==> config.mk <==
export PLATFORM = sky130hd
export DESIGN_NAME = viterbi_frame_sequencer
export DESIGN_NICKNAME = d
export VERILOG_FILES = /design/src/rtl/viterbi_frame_sequencer.sv
export SDC_FILE = /design/constraint.sdc
export NUM_CORES = 1
export LEC_CHECK = 0
export ABC_AREA = 1
export CAP_MARGIN = 20
export CORE_ASPECT_RATIO = 2
export CORE_MARGIN = 2
export CORE_UTILIZATION = 30
export DETAILED_ROUTE_END_ITERATION = 12
export GPL_TIMING_DRIVEN = 0
export SETUP_SLACK_MARGIN = 0.1
export SYNTH_ARGS = -nofsm -noshare
export SYNTH_HDL_FRONTEND = slang
export SYNTH_SLANG_ARGS = --single-unit
==> constraint.sdc <==
create_clock -name clk -period 2.8 [get_ports clk]
set_input_delay 0.28 -clock clk [delete_from_list [all_inputs] [get_ports clk]]
set_output_delay 0.28 -clock clk [all_outputs]
set_load 0.1 [all_outputs]
==> src/rtl/viterbi_frame_sequencer.sv <==
// Frame sequencer for the encoder -> channel -> Viterbi decoder chain: serialises a message
// LSB-first with a zero tail, captures the decoded bits at fixed latency and counts bit errors.
module viterbi_frame_sequencer #(
    parameter int FRAME_LEN = 32,
    parameter int TAIL_LEN  = 2,
    parameter int DEC_LAT   = 16,
    parameter int CNT_W     = 16
) (
    input  logic                           clk,
    input  logic                           rst,
    input  logic                           frame_valid_i,
    input  logic [FRAME_LEN-1:0]           frame_data_i,
    output logic                           frame_ready_o,
    input  logic                           abort_i,
    output logic                           enc_enable_o,
    output logic                           enc_bit_o,
    input  logic                           dec_bit_i,
    output logic                           busy_o,
    output logic                           done_o,
    output logic [FRAME_LEN-1:0]           dec_frame_o,
    output logic [$clog2(FRAME_LEN+1)-1:0] frame_err_o,
    output logic [CNT_W-1:0]               total_err_o,
    output logic [CNT_W-1:0]               frame_cnt_o
);
    localparam int TW = $clog2(DEC_LAT + FRAME_LEN + 1);
    localparam int IW = $clog2(FRAME_LEN);
    localparam int FW = $clog2(FRAME_LEN + 1);
    localparam int SW = ((CNT_W > FW) ? CNT_W : FW) + 1;
    localparam logic [TW-1:0]    T_LAST = TW'(DEC_LAT + FRAME_LEN - 1);
    localparam logic [TW-1:0]    T_DEC0 = TW'(DEC_LAT);
    localparam logic [TW-1:0]    T_FL   = TW'(FRAME_LEN);
    localparam logic [CNT_W-1:0] CMAX   = '1;

    // The tail must be fully shifted in before the decoder window closes.
    if (DEC_LAT < TAIL_LEN) begin : g_bad_lat
        $error("DEC_LAT must be >= TAIL_LEN");
    end

    typedef enum logic [1:0] {IDLE, RUN, REPORT} state_t;

    state_t               r_state;
    logic [TW-1:0]        r_t;
    logic [FRAME_LEN-1:0] r_frame;
    logic [FRAME_LEN-1:0] r_dec;
    logic [FW-1:0]        r_ferr;
    logic [FRAME_LEN-1:0] r_dec_out;
    logic [FW-1:0]        r_ferr_out;
    logic [CNT_W-1:0]     r_total;
    logic [CNT_W-1:0]     r_cnt;

    logic [IW-1:0]    w_didx;
    logic             w_cap;
    logic             w_in_msg;
    logic             w_commit;
    logic [SW-1:0]    w_tot_sum;
    logic [CNT_W-1:0] w_tot_nxt;
    logic [CNT_W-1:0] w_cnt_nxt;

    assign w_didx    = IW'(r_t - T_DEC0);
    assign w_cap     = (r_t >= T_DEC0);
    assign w_in_msg  = (r_t < T_FL);
    assign w_tot_sum = SW'(r_total) + SW'(r_ferr);
    assign w_tot_nxt = (w_tot_sum > SW'(CMAX)) ? CMAX : w_tot_sum[CNT_W-1:0];
    assign w_cnt_nxt = (r_cnt == CMAX) ? CMAX : r_cnt + CNT_W'(1);

    // Results are presented during REPORT but only committed on its exit, so an abort
    // arriving in REPORT can still suppress the pulse and leave the counters untouched.
    assign w_commit      = (r_state == REPORT) && !abort_i;
    assign frame_ready_o = (r_state == IDLE);
    assign busy_o        = (r_state != IDLE);
    assign enc_enable_o  = (r_state == RUN);
    assign enc_bit_o     = (r_state == RUN) && w_in_msg && r_frame[r_t[IW-1:0]];
    assign done_o        = w_commit;
    assign dec_frame_o   = w_commit ? r_dec     : r_dec_out;
    assign frame_err_o   = w_commit ? r_ferr    : r_ferr_out;
    assign total_err_o   = w_commit ? w_tot_nxt : r_total;
    assign frame_cnt_o   = w_commit ? w_cnt_nxt : r_cnt;

    always_ff @(posedge clk or negedge rst) begin
        if (!rst) begin
            r_state    <= IDLE;
            r_t        <= '0;
            r_frame    <= '0;
            r_dec      <= '0;
            r_ferr     <= '0;
            r_dec_out  <= '0;
            r_ferr_out <= '0;
            r_total    <= '0;
            r_cnt      <= '0;
        end else begin
            case (r_state)
                IDLE: begin
                    if (frame_valid_i) begin
                        r_frame <= frame_data_i;
                        r_t     <= '0;
                        r_ferr  <= '0;
                        r_dec   <= '0;
                        r_state <= RUN;
                    end
                end
                RUN: begin
                    if (abort_i) begin
                        r_state <= IDLE;
                    end else begin
                        if (w_cap) begin
                            r_dec[w_didx] <= dec_bit_i;
                            if (dec_bit_i != r_frame[w_didx]) r_ferr <= r_ferr + FW'(1);
                        end
                        if (r_t == T_LAST) r_state <= REPORT;
                        else               r_t     <= r_t + TW'(1);
                    end
                end
                REPORT: begin
                    r_state <= IDLE;
                    if (!abort_i) begin
                        r_dec_out  <= r_dec;
                        r_ferr_out <= r_ferr;
                        r_total    <= w_tot_nxt;
                        r_cnt      <= w_cnt_nxt;
                    end
                end
                default: r_state <= IDLE;
            endcase
        end
    end
endmodule

# Word level (Yosys, flattened, before mapping)

Index checks and enable logic that the tools add are counted.

Eq/ne operators: 11
Magnitude comparators: 6
Add/sub/neg operators: 5
Reductions and logical operators: 14
Bitwise gates (word level): 1
Muxes and demuxes: 29

Operators by type and width:

| operator              | number |
|---|---|
| $mux 32               | 4 |
| $mux 16               | 4 |
| $pmux 32 s2           | 1 |
| $mux 6                | 7 |
| $bwmux 32             | 1 |
| $pmux 6 s2            | 2 |
| $add 16x6->17         | 1 |
| $gt 17x16->1 const B  | 1 |
| $add 16x1->16 const B | 1 |
| $eq 16x16->1 const B  | 1 |
| $add 6x1->6 const B   | 2 |
| $lt 5x6->1 const B    | 2 |
| $bmux 1 s5            | 2 |
| $reduce_and 4->1      | 2 |
| $eq 6x6->1 const B    | 1 |
| $ge 6x5->1 const B    | 1 |
| $lt 6x6->1 const B    | 1 |
| $mux 2                | 3 |
| $ne 2x2->1 const B    | 3 |
| $reduce_and 2->1      | 3 |
| $demux 1 s5           | 1 |
| $ge 5x1->1 const B    | 1 |
| $reduce_and 5->1      | 1 |
| $sub 5x5->5 const B   | 1 |
| other kinds (12)      | 19 |

Logic and storage cells: 75
Register bits: 148
Output and inout bits: 75
Input bits: 37

# Longest topological paths before layout

Depth after elaboration: 9
Gate-level depth with buffers: 14
Gate-level depth less buffers: 13

# Least setup slack after synthesis

No wires, ideal clock.

Path kind: flip-flop to flip-flop
Start point: register r_state[0]
End point: register r_cnt[13]
Data arrival time: 3.150 ns
Cell stages (with the launch flop): 8
Slack: -0.703 ns
Path buffers: 0
Library setup time: 0.353 ns
Clock period less this slack: 3.503 ns
Data required time: 2.447 ns
Cell sequence: dfrtp_1 inv_2 nand3_4 nor2_2 nand2_1 nor2_1 a31oi_1 o21ai_0

Longest elaborated chain between the ends: 2

Ends and longest elaborated chain:

| item                              | line | source |
|---|---|---|
| start, declared                   | 41   | `state_t r_state;` |
| start signal, assigned            | 81   | `r_state <= IDLE;` |
| start signal, assigned            | 98   | `r_state <= RUN;` |
| start signal, assigned            | 103  | `r_state <= IDLE;` |
| $eq 2x2->1                        | 91   | `case (r_state)` |
| $reduce_and 2->1 (no source line) | -    |  |
| end signal, assigned              | 119  | `r_cnt <= w_cnt_nxt;` |
| end, declared                     | 49   | `logic [CNT_W-1:0] r_cnt;` |

Every way passes these cells.
A chain may end at the register's enable or synchronous reset.

# Final worst setup path

Start point: register r_ferr[0]
End point: output total_err_o[0]

Longest elaborated chain between the ends: 4

Ends and longest elaborated chain:

| item                   | line | source |
|---|---|---|
| start, declared        | 45   | `logic [FW-1:0] r_ferr;` |
| start signal, assigned | 107  | `if (dec_bit_i != r_frame[w_didx]) r_ferr <= r_ferr + FW'(1);` |
| $add 16x6->17 (*)      | 62   | `assign w_tot_sum = SW'(r_total) + SW'(r_ferr);` |
| $gt 17x16->1           | 63   | `assign w_tot_nxt = (w_tot_sum > SW'(CMAX)) ? CMAX : w_tot_sum[CNT_W-1:0];` |
| $mux 16 (*)            | 63   |  |
| $mux 16 (*)            | 76   | `assign total_err_o = w_commit ? w_tot_nxt : r_total;` |
| end, declared          | 22   | `output logic [CNT_W-1:0] total_err_o,` |

Mark *: on every way between the ends. The rest lies on a longest branch, timed or not.

==> impl_metrics.csv <==
group,metric,value,unit
run_status,status,"finished, violations left",
run_status,violations,"setup timing",
layout,n_antenna_cell,0,
cts,ctsRootBufferMaster,"clkbuf_16",
cts,cts.sinks,148,
yosys,synth.distinct_cells,41,
route,routed_wl,20800,µm
floorplan,fp.dieArea,25600,µm²
worst_setup_path,critPathKind,"reg2out",
yosys,syn_area,7290,µm²
global_route,grt_max_degree,99,
place,place_inst,1273,
worst_setup_path,startpoint_type,"flip-flop",
yosys,synth_area_per_cell,8.34,µm²
layout,layout.cells.non_filler,1340,
cts,cts_buffer_depth,2,
power_and_ir_drop,total_power,5.99,mW
power_and_ir_drop,peakVddDrop,404,µV
yosys,netlist_instances,874,
layout,nNetsFinal,1090,
worst_setup_path,crit_fanout,6,
floorplan,dieWidth,114,µm
floorplan,rows,80,
worst_setup_path,critical_path.max_stage_delay,0.41,ns
power_and_ir_drop,power_density,593,nW/µm²
worst_setup_path,crit_chain,"ha_4 > inv_2 > fa_2 > o21ai_4 > nand2_1 > o21ai_2 > nand3_2 > nand3b_4 > buf_12 > buf_12 > nand3_4 > buf_12",
global_route,grt_pass1_vias,6516,
global_route,grt.overflow.total,0,
worst_setup_path,cpMostUsedCell,"buf_12",
route,drt.antenna.violating_nets,0,
cts,cts_tree,"yes",
yosys,ys_warn_count,0,
sta,maxSlewViolCount,0,
layout,fillers,2358,
cts,h-tree-depth,4,
power_and_ir_drop,leakage,4.83,nW
yosys,async_flop_share,100,%
sta,layout_setup_ws,-0.0217,ns
route,vias,6348,
sta,slew_headroom,35.5,%
yosys,synth_ff_type,"dfrtp_1",
cts,clk_transition_reported_paths,0.06,ns
worst_hold_path,min_path_type,"in2async",
sta,skew,0.00845,ns
sta,final-hold-violation-count,0,
yosys,ys_seq_area_share,50.8,%
yosys,ys_ff_latch,148,
sta,rsz0062_at_grt,"true",
floorplan,pin_count,112,
worst_setup_path,r2r_start,"r_t[0]",
cts,numCtsBuffers,17,
yosys,syn_nets,924,
place,portBuffers,111,
place,gp_congestion,0.892,
sta,setup_viol,9,
worst_setup_path,worstSetupEndpointType,"output port",
global_route,antenna_found_initial,0,
floorplan,initial_core_util,30.5,%
worst_setup_path,cp.arrival,2.54,ns
yosys,synth_edf_count,0,
route,drc,0,
route,avgRoutedWirePerCell,15.5,µm
route,firstDrtPassIters,5,
worst_setup_path,r2r_setup_slack,0.47,ns
route,viasPerCell,4.74,
floorplan,coreArea,23900,µm²
sta,finalCriticalPeriod,2.82,ns
layout,drive_gt1_share,24.5,%
layout,area_growth,38.4,%
worst_setup_path,timing.rr.end,"r_t[5]",
flow_run,cap_violations,0,
worst_setup_path,reg2regPathDepth,10,
cts,clk_latency,0.42,ns
floorplan,die_h,225,µm
sta,period_share,101,%
global_route,grt_use_total,16.9,%
sta,fmax,0.354,GHz
global_route,grt_pass1_wl,33600,µm
worst_setup_path,crit_required,2.52,ns
sta,worstMarginPinSlew,0.964,ns
worst_setup_path,slowest_stage,"dfrtp_2",
place,dpl.hpwl,15300,µm
route,drtIter0Drc,273,
-- routing by layer --
metal / GRT usage [%] / vias up / share of wire (%) / routed length (µm)
li1: - / 3157 / - / -
met1: 17.1 / 3031 / 36 / 7550
met2: 32.7 / 124 / 58 / 12000
met3: 2.83 / 36 / 2.5 / 524
met4: 7.87 / 0 / 3.5 / 736
met5: 0 / - / 0 / 0
-- critical path: cells and delay by family, from the launching register on --
family	cells	cell delay, ns
AOI/OAI and AO/OA	2	0.24
adders and majority gates	2	0.50
buffers and inverters	4	0.52
DFF	1	0.41
and+or+nand+nor	4	0.44
-- placed cells by master, fill, tap and decap left out, types with 13 or more instances in the layout --
cell / synthesis / final
nand2_1: 258 / 251
dfrtp_1: 148 / 142
inv_1: 96 / 94
buf_4: 3 / 59
nor2_1: 56 / 53
o21ai_0: 68 / 40
clkdlybuf4s50_1: 0 / 37
nand3_1: 41 / 27
o21ai_1: 6 / 27
a21oi_1: 27 / 25
o22ai_1: 23 / 23
buf_6: 5 / 22
buf_12: 0 / 17
clkbuf_16: 0 / 17
nand3_4: 5 / 15
clkbuf_4: 0 / 13
-- cells in the mapped netlist, types with 6 or more instances --
cell | count | area share (%)
xor2_1 | 9 | 1.1
buf_2 | 9 | 0.62
a32o_1 | 10 | 1.4
o21ai_0 | 68 | 4.7
o22ai_1 | 23 | 2.0
inv_1 | 96 | 4.9
clkbuf_1 | 16 | 0.82
nor3_1 | 11 | 0.75
o21ai_1 | 6 | 0.41
nor2_1 | 56 | 2.9
nand4_1 | 12 | 1.0
dfrtp_1 | 148 | 51
nand2_2 | 6 | 0.51
nand3_1 | 41 | 2.8
nand2_1 | 258 | 13
a21oi_1 | 27 | 1.9
ha_1 | 12 | 2.1
inv_2 | 7 | 0.36
-- power by group --
| group | internal (mW) | switching, mW | leakage, nW |
|---|---|---|---|
| Clock | 1.45 | 0.917 | 0.297 |
| Combinational | 0.428 | 0.828 | 2.56 |
| Sequential | 2.28 | 0.0842 | 1.98 |
| Total | 4.16 | 1.83 | 4.83 |
-- cell families (layout without fill, tap and decap cells) --
family	Yosys count	count (layout)	synth area share [%]
xor+xnor	13	13	1.56
fa+ha+maj	13	13	2.33
compound gates	147	147	11.6
buf+inv	140	319	8.10
simple gates	413	413	25.6
flops	148	148	50.8
-- how the worst max path moves through the flow --
stage	from	to	slack, ns	depth (start not counted)
6_report	r_ferr[0]	total_err_o[0]	-0.02	12
5_1_grt	r_ferr[0]	total_err_o[3]	-0.10	11
4_1_cts	r_ferr[0]	total_err_o[3]	-0.09	11
3_5_place_dp	abort_i	dec_frame_o[26]	-1.08	8
3_3_place_gp	rst	r_ferr[2]	-5.36	1
2_1_floorplan	r_state[0]	r_dec_out[26]	-0.70	5
-- sequential cells by signal (all words and copies together), names as in the netlist --
name	flops
r_dec	32
r_dec_out	32
r_frame	32
r_cnt	16
r_total	16
r_ferr	6
r_ferr_out	6
r_t	6
r_state	2
-- repair_timing --
item,in CTS,in global routing
gates cloned,1,0
resized for setup,505,74
hold endpoints to repair,50,0
hold buffers,1,0
buffers inserted,12,22
pin swaps,7,10
setup endpoints to repair,73,67
-- through the flow --
| stage | setup WS, ns | utilization (%) | hold slack (ns) | area (µm²) | setup TNS, ns |
|---|---|---|---|---|---|
| after floorplan | -0.698 | - | -0.0156 | 7370 | -17.09 |
| after global placement | -5.36 | 37.0 | 0.460 | 8840 | -761.33 |
| after detailed placement | -1.08 | 37.1 | 0.255 | 8870 | -57.06 |
| after CTS | -0.0868 | 40.8 | 0.368 | 9760 | -1.19 |
| after global routing | -0.101 | 42.2 | 0.380 | 10100 | -1.04 |
| final | -0.0217 | 42.2 | 0.359 | 10100 | -0.127 |
-- area by class of cell --
| class | count | area (µm²) | share of cell area [%] |
|---|---|---|---|
| Multi-Input combinational cell | 586 | 3300 | 32.7 |
| Clock inverter | 12 | 151 | 1.50 |
| Buffer | 35 | 218 | 2.16 |
| Clock buffer | 20 | 457 | 4.52 |
| Tap cell | 287 | 359 | 3.56 |
| Inverter | 105 | 399 | 3.95 |
| Timing Repair Buffer | 147 | 1500 | 14.9 |
| Sequential cell | 148 | 3710 | 36.8 |
(Power assumes the default switching activity.)
==> variant, RTL diff (same settings) <==
Reset style: synchronous (`rst`), changed in one clocked block.
--- a/src/rtl/viterbi_frame_sequencer.sv
+++ b/src/rtl/viterbi_frame_sequencer.sv
@@ -76,7 +76,7 @@
     assign total_err_o   = w_commit ? w_tot_nxt : r_total;
     assign frame_cnt_o   = w_commit ? w_cnt_nxt : r_cnt;
 
-    always_ff @(posedge clk or negedge rst) begin
+    always_ff @(posedge clk) begin
         if (!rst) begin
             r_state    <= IDLE;
             r_t        <= '0;
Formal check against the unedited RTL: differs if rst is asserted again (counterexample within 4 cycles, from zero or initial values and one cycle with rst low); with rst held inactive, the same outputs for 4 cycles.
==> variant against the unedited design <==
  * Die area up 4.9%
  * Total power decreased by 14%
  * Synthesized cell count grew 24%
  * Wire length up 14%
  * Area after synthesis increased by 5.0%
  * Design area up 2.1%
  * Clock power fell by 3%
  * Sequential cell count did not move
  * Cell count increased by 18%
  * Critical path depth is the same
  * Highest routed layer unchanged
  * Worst setup slack better by 0.093 ns
  * Sequential power fell by 8%
==> variant: results (changes against the unedited design) <==
| Metric | Value |
|---|---|
| Crit. Startpoint | `r_total[0] (was r_ferr[0])` |
| Internal power | `3.622 mW (was 4.161 mW)` |
| Top cells by area, synth | `dfxtp_1, a21oi_1, nand2_1 (was dfrtp_1, nand2_1, inv_1)` |
| HP Class | `in -> reg (was in -> async)` |
| Share of cells above drive strength 1 | `24.84% (was 24.50%)` |
| Number of port buffers | `110 (was 111)` |
| Adder and majority gate portion of the synthesized area | `2.222% (was 2.333%)` |
| VDD IR max | `0.4377 mV (was 0.4039 mV)` |
| Comb group | `0.657 mW (was 1.26 mW)` |
| Final Skew | `0.008099 ns (was 0.008448 ns)` |
| Drt total wl | `23.64 mm (was 20.80 mm)` |
| Post-DP Area | `9330 sq um (was 8874 sq um)` |
| Async S/R FF share, synth | `0% (was 100.0%)` |
| Worst R2R Setup Slack | `0.71 ns (was 0.47 ns)` |
| Worst skew pair latency | `0.45 ns (was 0.42 ns)` |
| Largest net degree at the start of global routing | `17 (was 99)` |
| Placement Setup Slack | `-0.8652 ns (was -1.078 ns)` |
| Most used DFF post-synth | `dfxtp_1 (was dfrtp_1)` |
| Least-Margin Pin Slew | `1.007 ns (was 0.9641 ns)` |
| Met2 GRT Util | `34.23% (was 32.70%)` |
| Status | `complete, no violations (was complete, but fails checks)` |
| Clk network pwr share | `44.9% (was 39.5%)` |
| Pwr/cell area | `499.9 nW/um^2 (was 593.4 nW/um^2)` |
| Worst reg2reg path depth | `11 (was 10)` |
| Unique masters post-synth | `47 (was 41)` |
| CP arrival | `2.45 ns (was 2.54 ns)` |
| RePlAce Congestion | `0.9322 (was 0.8921)` |
==> variant: changes by cell type after synthesis, sizes merged, moves of 13 or more <==
cell	before	now
a211oi	1	40
a21oi	27	130
buf	19	32
dfrtp	148	0
dfxtp	0	148
inv	105	159
nand2	267	174
nor2	62	107
o22ai	23	0
or2	5	43
==> variant: metal layers <==
layer / wire [microns] / up-vias
met3: 886 / 51
met4: 933 / 0
met2: 13270 / 193
met1: 8547 / 3483
met5: 0 / -
li1: - / 3812
==> variant: area by class of cell <==
cell class,count,area (sq um),area share (%)
clock buffer,17,425.4,4.129
tap,336,420.4,4.081
inverter,160,608.1,5.902
multi-input combinational,717,4133,40.11
timing repair buffer,124,1232,11.96
sequential,148,2979,28.92
clock inverter,15,165.2,1.603
buffer,59,339.1,3.291
==> variant: cells by family (layout without fill, tap and decap cells) <==
logic type      count (synthesis)  count (layout)
simple gates                  415             415
compound gates                270             270
buf+inv                       219             375
flops                         148             148
xor+xnor                       18              18
fa+ha+maj                      13              13
mux                             1               1
